File: src/rtl/issue_sort.sv
// issue_sort: in-order dispatch stage between rename and the reservation stations.
// Each cycle it scans up to FETCH_WIDTH renamed ops oldest-first, retires NOPs
// without a slot, and steers ALU/MEM/TERM ops into registered per-class slots.
// After loading a terminator it holds dispatch until the back end resolves it.
//
// Ports:
//   i_clk, i_rst          clock, synchronous active-high reset
//   i_flush               drop all slot contents and any terminator wait
//   i_instr_in/_valid     fetch group, lane 0 oldest
//   o_instr_used          combinational per-lane consume mask
//   o_alu_*/i_alu_ready   ALU slots, valid/ready per slot
//   o_mem_*/i_mem_ready   memory slots, valid/ready per slot
//   o_term_*/i_term_ready terminator slot
//   i_term_resolved       pulse ending the terminator wait
//   o_waiting             high while waiting for a terminator to resolve

`ifndef RENAMED_OP_SZ
`define RENAMED_OP_SZ 64
`endif

module issue_sort #(
  parameter int unsigned FETCH_WIDTH = 4,
  parameter int unsigned ALU_PORTS   = 2,
  parameter int unsigned MEM_PORTS   = 1
) (
  input  logic                                  i_clk,
  input  logic                                  i_rst,
  input  logic                                  i_flush,
  input  logic [FETCH_WIDTH*`RENAMED_OP_SZ-1:0] i_instr_in,
  input  logic [FETCH_WIDTH-1:0]                i_instr_valid,
  output logic [FETCH_WIDTH-1:0]                o_instr_used,
  output logic [ALU_PORTS*`RENAMED_OP_SZ-1:0]   o_alu_out,
  output logic [ALU_PORTS-1:0]                  o_alu_valid,
  input  logic [ALU_PORTS-1:0]                  i_alu_ready,
  output logic [MEM_PORTS*`RENAMED_OP_SZ-1:0]   o_mem_out,
  output logic [MEM_PORTS-1:0]                  o_mem_valid,
  input  logic [MEM_PORTS-1:0]                  i_mem_ready,
  output logic [`RENAMED_OP_SZ-1:0]             o_term_out,
  output logic                                  o_term_valid,
  input  logic                                  i_term_ready,
  input  logic                                  i_term_resolved,
  output logic                                  o_waiting
);

  localparam int unsigned OpW = `RENAMED_OP_SZ;

  typedef enum logic [0:0] {StRun, StWaitTerm} state_e;

  state_e r_state;
  state_e w_state_next;

  logic [ALU_PORTS-1:0][OpW-1:0] r_alu_data;
  logic [ALU_PORTS-1:0]          r_alu_valid;
  logic [MEM_PORTS-1:0][OpW-1:0] r_mem_data;
  logic [MEM_PORTS-1:0]          r_mem_valid;
  logic [OpW-1:0]                r_term_data;
  logic                          r_term_valid;

  logic [ALU_PORTS-1:0]          w_alu_free;
  logic [MEM_PORTS-1:0]          w_mem_free;
  logic                          w_term_free;
  logic [ALU_PORTS-1:0]          w_alu_load;
  logic [ALU_PORTS-1:0][OpW-1:0] w_alu_load_data;
  logic [MEM_PORTS-1:0]          w_mem_load;
  logic [MEM_PORTS-1:0][OpW-1:0] w_mem_load_data;
  logic                          w_term_load;
  logic [OpW-1:0]                w_term_load_data;
  logic [FETCH_WIDTH-1:0]        w_used;
  logic                          w_scan_en;

  // A slot can accept a new op when empty or when its current op leaves this cycle.
  assign w_alu_free  = ~r_alu_valid | i_alu_ready;
  assign w_mem_free  = ~r_mem_valid | i_mem_ready;
  assign w_term_free = ~r_term_valid | i_term_ready;

  // In-order scan: each lane claims the lowest still-available slot of its class.
  always_comb begin : scan
    logic [ALU_PORTS-1:0] alu_avail;
    logic [MEM_PORTS-1:0] mem_avail;
    logic                 stop;
    logic                 found;
    logic [OpW-1:0]       op;
    logic [3:0]           opc;

    w_used           = '0;
    w_alu_load       = '0;
    w_alu_load_data  = '0;
    w_mem_load       = '0;
    w_mem_load_data  = '0;
    w_term_load      = 1'b0;
    w_term_load_data = '0;
    alu_avail        = w_alu_free;
    mem_avail        = w_mem_free;
    stop             = ~w_scan_en;
    found            = 1'b0;
    op               = '0;
    opc              = '0;

    for (int i = 0; i < FETCH_WIDTH; i++) begin
      op    = i_instr_in[i*OpW +: OpW];
      opc   = op[47:44];
      found = 1'b0;
      if (!stop) begin
        if (!i_instr_valid[i]) begin
          stop = 1'b1;
        end else if (opc[3:2] != 2'b11) begin
          if (op[55:48] == 8'h00) begin
            w_used[i] = 1'b1;  // NOP retires without a slot
          end else begin
            for (int j = 0; j < ALU_PORTS; j++) begin
              if (!found && alu_avail[j]) begin
                found              = 1'b1;
                alu_avail[j]       = 1'b0;
                w_alu_load[j]      = 1'b1;
                w_alu_load_data[j] = op;
              end
            end
            w_used[i] = found;
            stop      = ~found;
          end
        end else if (opc[3:1] == 3'b110) begin
          for (int j = 0; j < MEM_PORTS; j++) begin
            if (!found && mem_avail[j]) begin
              found              = 1'b1;
              mem_avail[j]       = 1'b0;
              w_mem_load[j]      = 1'b1;
              w_mem_load_data[j] = op;
            end
          end
          w_used[i] = found;
          stop      = ~found;
        end else begin
          // Terminator: younger lanes always wait for resolution.
          if (w_term_free) begin
            w_used[i]        = 1'b1;
            w_term_load      = 1'b1;
            w_term_load_data = op;
          end
          stop = 1'b1;
        end
      end
    end
  end

  // State register
  always_ff @(posedge i_clk) begin
    if (i_rst) begin
      r_state <= StRun;
    end else begin
      r_state <= w_state_next;
    end
  end

  // Next-state logic
  always_comb begin
    w_state_next = r_state;
    if (i_flush) begin
      w_state_next = StRun;
    end else begin
      unique case (r_state)
        StRun:      if (w_term_load) w_state_next = StWaitTerm;
        StWaitTerm: if (i_term_resolved) w_state_next = StRun;
        default:    w_state_next = StRun;
      endcase
    end
  end

  // Output logic
  always_comb begin
    w_scan_en    = (r_state == StRun) && !i_flush && !i_rst;
    o_waiting    = (r_state == StWaitTerm);
    o_instr_used = w_used;
  end

  // Slot registers: load wins over drain so a slot can transfer and refill together.
  always_ff @(posedge i_clk) begin
    if (i_rst) begin
      r_alu_valid  <= '0;
      r_alu_data   <= '0;
      r_mem_valid  <= '0;
      r_mem_data   <= '0;
      r_term_valid <= 1'b0;
      r_term_data  <= '0;
    end else if (i_flush) begin
      r_alu_valid  <= '0;
      r_mem_valid  <= '0;
      r_term_valid <= 1'b0;
    end else begin
      for (int j = 0; j < ALU_PORTS; j++) begin
        if (w_alu_load[j]) begin
          r_alu_valid[j] <= 1'b1;
          r_alu_data[j]  <= w_alu_load_data[j];
        end else if (i_alu_ready[j]) begin
          r_alu_valid[j] <= 1'b0;
        end
      end
      for (int j = 0; j < MEM_PORTS; j++) begin
        if (w_mem_load[j]) begin
          r_mem_valid[j] <= 1'b1;
          r_mem_data[j]  <= w_mem_load_data[j];
        end else if (i_mem_ready[j]) begin
          r_mem_valid[j] <= 1'b0;
        end
      end
      if (w_term_load) begin
        r_term_valid <= 1'b1;
        r_term_data  <= w_term_load_data;
      end else if (i_term_ready) begin
        r_term_valid <= 1'b0;
      end
    end
  end

  assign o_alu_out    = r_alu_data;
  assign o_alu_valid  = r_alu_valid;
  assign o_mem_out    = r_mem_data;
  assign o_mem_valid  = r_mem_valid;
  assign o_term_out   = r_term_data;
  assign o_term_valid = r_term_valid;

endmodule

File: config.mk
export PLATFORM = sky130hd
export DESIGN_NAME = issue_sort
export DESIGN_NICKNAME = d
export VERILOG_FILES = /design/src/rtl/issue_sort.sv
export SDC_FILE = /design/constraint.sdc
export NUM_CORES = 1
export LEC_CHECK = 0
export CAP_MARGIN = 40
export CORE_AREA = 2 2 206 208
export DETAILED_ROUTE_END_ITERATION = 6
export DIE_AREA = 0 0 208 210
export GPL_TIMING_DRIVEN = 0
export PLACE_DENSITY_LB_ADDON = 0.15
export SETUP_SLACK_MARGIN = 0.1
export SLEW_MARGIN = 10
export SYNTH_ARGS = -nofsm -noshare
export SYNTH_HDL_FRONTEND = slang
export SYNTH_SLANG_ARGS = --single-unit
File: constraint.sdc
create_clock -name i_clk -period 4.6 [get_ports i_clk]
set_input_delay 0.92 -clock i_clk [delete_from_list [all_inputs] [get_ports i_clk]]
set_output_delay 0.92 -clock i_clk [all_outputs]
set_load 0.05 [all_outputs]
**Word level (Yosys, flattened, before mapping)**

Cells that the tools add are included.

- Logic and storage cells: 308
- Output and inout port bits: 265
- Register bits: 261
- Bits of input ports: 268

- Muxes and demuxes: 251
- Bitwise gates (word level): 15
- Reductions and logical operators: 25
- Equal/unequal tests: 8

Operator list:

| operator | count |
|---|---|
| two-way mux 64 bit | 48 |
| two-way mux 128 bit | 16 |
| two-way mux 1 bit | 158 |
| two-way mux 2 bit | 28 |
| zero test 8 bit | 4 |
| == test 3 bit (second input constant) | 4 |
| NOT 1 bit | 11 |
| inequality test 2 bit (second input constant) | 4 |
| AND reduction 2 bit | 4 |
| nonzero test 2 bit | 4 |
| logical AND 1 bit | 6 |
| zero test 1 bit | 6 |
| NOT 2 bit | 1 |
| bitwise OR 1 bit | 2 |
| bitwise OR 2 bit | 1 |
| case mux 1 bit (2 select lines) | 1 |
| OR reduction 2 bit | 1 |

**Longest topological paths before layout**

Gate-level depths: netlist (run 1).

- Depth after elaboration: 54
- Mapped depth: 12
- Gate-level depth less buffers: 8

**Worst setup path before layout (run 1)**

OpenSTA, ideal clock, no wires.

- Kind: input-to-output
- Start point: in i_rst
- End point: out o_instr_used[3]
- Stages on the path: 8
- Data arrival time: 4035 ps
- Required time: 3680 ps
- Path buffers: 2
- Path slack: -355 ps
- Cells stage by stage: buf_2 > or4b_1 > clkbuf_1 > a221o_1 > a21oi_4 > a2111oi_2 > or3_4 > a311oi_1

- Cells in the longest elaborated chain, start to end: 33
- Elaborated cells between the ends (all ways): 89
- Those cells by class: mux: 76; bitwise: 5; reduce/logical: 8

Ends and longest elaborated chain:

| what | line | text |
|---|---|---|
| start, declared | 27 | `input logic i_rst,` |
| zero test 1 bit * | 170 | `w_scan_en = (r_state == StRun) && !i_flush && !i_rst;` |
| logical AND 1 bit * | 170 |  |
| two-way mux 2 bit | 103 | `if (!stop) begin` |
| two-way mux 1 bit | 111 | `if (!found && alu_avail[j]) begin` |
| two-way mux 1 bit | 107 | `if (op[55:48] == 8'h00) begin` |
| two-way mux 1 bit | 106 | `end else if (opc[3:2] != 2'b11) begin` |
| two-way mux 1 bit | 104 | `if (!i_instr_valid[i]) begin` |
| two-way mux 1 bit | 103 |  |
| [17 not listed] | -- |  |
| two-way mux 1 bit | 103 |  |
| zero test 1 bit | 111 |  |
| logical AND 1 bit | 111 |  |
| two-way mux 1 bit | 111 |  |
| two-way mux 1 bit | 107 |  |
| two-way mux 1 bit | 106 |  |
| two-way mux 1 bit | 104 |  |
| two-way mux 1 bit * | 103 |  |
| end, declared | 31 | `output logic [FETCH_WIDTH-1:0] o_instr_used,` |

Mark *: on every way between the ends. The rest lies on a longest branch, timed or not. The select of a mux whose other input is x is not followed.

**Worst setup path after layout (run 1)**

- Start point: in i_instr_in[112]
- End point: out o_instr_used[1]

- Cells in the longest elaborated chain, start to end: 5

Ends and longest elaborated chain:

| what | line | text |
|---|---|---|
| start, declared | 29 | `` input logic [FETCH_WIDTH*`RENAMED_OP_SZ-1:0] i_instr_in, `` |
| zero test 8 bit | 107 |  |
| two-way mux 1 bit | 107 |  |
| two-way mux 1 bit | 106 |  |
| two-way mux 1 bit | 104 |  |
| two-way mux 1 bit | 103 |  |

No other way between the ends.

==> flow_summary.yaml, run 1 <==
power_and_ir_drop:
  p_sw_uw: 1780
  p_sw_frac: 0.293
  ir_drop_mv: 0.271
  combPwrFrac: 0.179
  p_leak_uw: 0.00778
  cellPowerDensity_nw_per_um2: 278
  p_int_uw: 4290
  pwr-share-clk: 0.430
  seqPwrFrac: 0.391
final_layout:
  fin_nets: 2651
  drive_gt1_frac: 0.0744
  multiInputGateArea_um2: 8380
  final_cells: 2951
  fill_cells: 3973
  fin_util: 0.526
  regArea_um2: 5230
  areaGrowthSynthToFinish_pct: 53.5
  final_area_um2: 21800
min_path:
  hp-class: "reg2reg"
setup_path:
  cpPeakStageDelay_ns: 0.62
  worstPathArrival_ns: 3.53
  rr_startpoint: "o_waiting"
  crit_type: "in2out"
  path_max_fanout: 7
  reg2reg_slack_ns: 0.41
  rr_worst_depth: 12
  critPathCaptureType: "output port"
  crit_family: "buffers and inverters"
  startpoint_type: "input pin"
  cp_num_buf_inv: 3
  required_ns: 3.68
  crit_path_top_delay_cell: "or4_4"
  cp_num_cells: 7
  crit_end: "o_instr_used[1]"
  reg2reg_to: "o_alu_out[98]"
  worstSetupStartpoint: "i_instr_in[112]"
  worstPathCellList: "clkdlybuf4s50_1, or4_4, o21ai_4, a21oi_4, buf_4, a211oi_1, clkdlybuf4s15_1"
timing:
  worst_clock_skew_ns: 0.0136
  hold_viol_final: 0
  setup_violations: 0
  fin_crit_sh: 0.967
  slew_violations: 0
  maxSlewHeadroom: 0.341
  max_freq_mhz: 225
  timing.final.crit_period_ns: 4.45
  worst_slew_pin_slew_ns: 0.983
  grt_setup_unrepaired: "no"
logic_synthesis:
  synth.distinct_cells: 68
  yosysSeqAreaShare: 0.368
  syn_avg_cell_area_um2: 7.97
  ys_ff_latch: 261
  synth_edf_count: 0
  syn-num-nets: 2050
  synth_cells: 1782
  ys.flop_type: "dfxtp_1"
  synthesis.area_um2: 14200
  ys.warnings.count: 0
  ys_async_sr_fraction: 0
drt:
  detail-route-antenna-nets: 0
  drt-initial-drc-count: 2235
  wl_per_cell_um: 29.4
  avgViaCountPerCell: 6.36
  drcViolationCount: 0
  dr.pass1.iters: 6
  routed_wl_um: 86800
  route.vias.total: 18800
floorplanning:
  core_area_um2: 41500
  die_area_um2: 43700
  num_io_pins: 533
  die_w_um: 208
  fp.dieH_um: 210
  start_util: 0.343
  row_count: 75
global_route:
  antenna_found_initial: 7
  grt.total_usage: 0.377
  gr-total-overflow: 0
  grt_pass1_vias: 17900
  grt_pass1_wl_um: 124000
  grt_max_degree: 15
place:
  dpl_cell_area_um2: 20500
  portBuffers: 531
  dp.cells: 2873
  dp_hpwl_um: 63400
  globalplace.congestion: 0.947
run_status:
  status: "completed"
clock_tree:
  cts_buffer_depth: 3
  insertion_delay_ns: 0.59
  clkTransAtPathRegs_ns: 0.06
  clock-sinks: 261
  cts_hold_buf: 0
  cts_tree: "done"
  htree_levels: 1
  root_buffer: "clkbuf_16"
  numCtsBuffers: 31
run:
  drv_cap: 0
cell families after synthesis:
kind of cell    after synthesis  share of synthesized area
compound gates              856                      0.431
simple gates                482                      0.144
flops                       261                      0.368
buf+inv                     179                     0.0541
mux                           2                    0.00141
fa+ha+maj                     2                    0.00150
flip-flops by register name, indices dropped and copies added, names as in the netlist:
signal	count
o_term_valid	1
o_waiting	1
o_term_out	64
o_mem_out	64
o_alu_out	128
o_mem_valid	1
o_alu_valid	2
per-stage QoR:
| step | TNS, ns | setup slack (ns) | total power, uW | hold WS (ns) |
|---|---|---|---|---|
| finish | 0 | 0.151 | 6070 | 0.448 |
| global route | 0 | 0.109 | 6200 | 0.469 |
| CTS | 0 | 0.100 | 6050 | 0.449 |
| detailed placement | -98.97 | -1.02 | 3470 | 0.440 |
| global placement | -231.77 | -1.86 | 3460 | 0.434 |
| floorplan | 0 | 0.121 | 2850 | 0.654 |
placed cells by master, fill, tap and decap left out, drive strengths merged, types with 7 or more instances in the layout:
| cell type | instances |
|---|---|
| a311o | 28 |
| o31ai | 64 |
| nor3 | 13 |
| nand3 | 7 |
| a21oi | 253 |
| clkbuf | 162 |
| a22o | 130 |
| a211o | 18 |
| a22oi | 99 |
| nor2 | 62 |
| nand2 | 358 |
| dfxtp | 261 |
| a222oi | 24 |
| nand2b | 7 |
| buf | 92 |
| nor4 | 9 |
| a31oi | 63 |
| a221o | 70 |
| o21ai | 71 |
| a221oi | 8 |
| clkinv | 10 |
| clkdlybuf4s50 | 520 |
repair_timing:
item                                    in CTS  in global routing
gates resized for setup                     32                 17
pin swaps                                   10                  6
endpoints found under the setup margin      57                 68
buffers inserted                            15                  0
area by class of cell:
cell class,instances,share of cell area
inverter,6,0.00103
multi-input combinational,1342,0.384
sequential,261,0.240
tap,539,0.0309
clock inverter,15,0.00728
buffer,172,0.0346
clock buffer,42,0.0416
timing repair buffer,569,0.261
antenna,5,0.000574
worst min path at each step:
stage | from | endpoint | slack [ns] | cells past startpoint
2_1_floorplan | o_mem_out[59] | o_mem_out[59] | 0.65 | 2
3_3_place_gp | o_term_out[46] | o_term_out[46] | 0.43 | 2
3_5_place_dp | o_term_out[47] | o_term_out[47] | 0.44 | 2
4_1_cts | o_term_out[47] | o_term_out[47] | 0.45 | 2
5_1_grt | o_mem_out[59] | o_mem_out[59] | 0.47 | 2
6_report | o_term_out[46] | o_term_out[46] | 0.45 | 2
power by group through the flow:
stage | Sequential (uW) | Clock (uW) | Combinational, uW
finish | 2370 | 2610 | 1090
global route | 2380 | 2700 | 1120
CTS | 2370 | 2620 | 1060
detailed placement | 2420 | 0 | 1050
global placement | 2420 | 0 | 1040
floorplan | 2630 | 0 | 218
cell usage after synthesis (all sizes together) (8+ instances only):
cell type | number | area share
a221oi | 8 | 0.0054
a22oi | 99 | 0.053
a22o | 130 | 0.080
a31oi | 63 | 0.028
clkbuf | 121 | 0.032
nor4 | 9 | 0.0066
nor2 | 62 | 0.018
a21oi | 253 | 0.090
a221o | 70 | 0.049
o21ai | 71 | 0.026
a222oi | 24 | 0.017
a311o | 28 | 0.020
buf | 52 | 0.021
o31ai | 64 | 0.034
nand2 | 358 | 0.095
a211o | 18 | 0.011
nor3 | 13 | 0.0049
dfxtp | 261 | 0.37
worst reg2reg max path, stage by stage (launching register included):
cell,delay (ns)
dfxtp_1,0.44
or4b_1,0.58
clkbuf_8,0.15
buf_4,0.15
a221oi_2,0.39
a21oi_1,0.21
nand2_1,0.15
nor2_1,0.08
nor3_1,0.30
clkbuf_1,0.76
clkbuf_1,0.52
o21ai_0,0.22
a21oi_1,0.19
per-layer routing:
| layer | part of all wire | track usage |
|---|---|---|
| met1 | 0.39 | 0.485 |
| met2 | 0.45 | 0.604 |
| met3 | 0.11 | 0.0882 |
| met4 | 0.048 | 0.168 |
| met5 | 0.00047 | 0 |
No activity file was read; power rests on OpenSTA's default activity.
==> run 2: changes to the inputs <==
HOLD_SLACK_MARGIN = 0.05   (was not set)
==> results of run 2 <==
The final DEF is identical to that of run 1; final timing and power are the same.
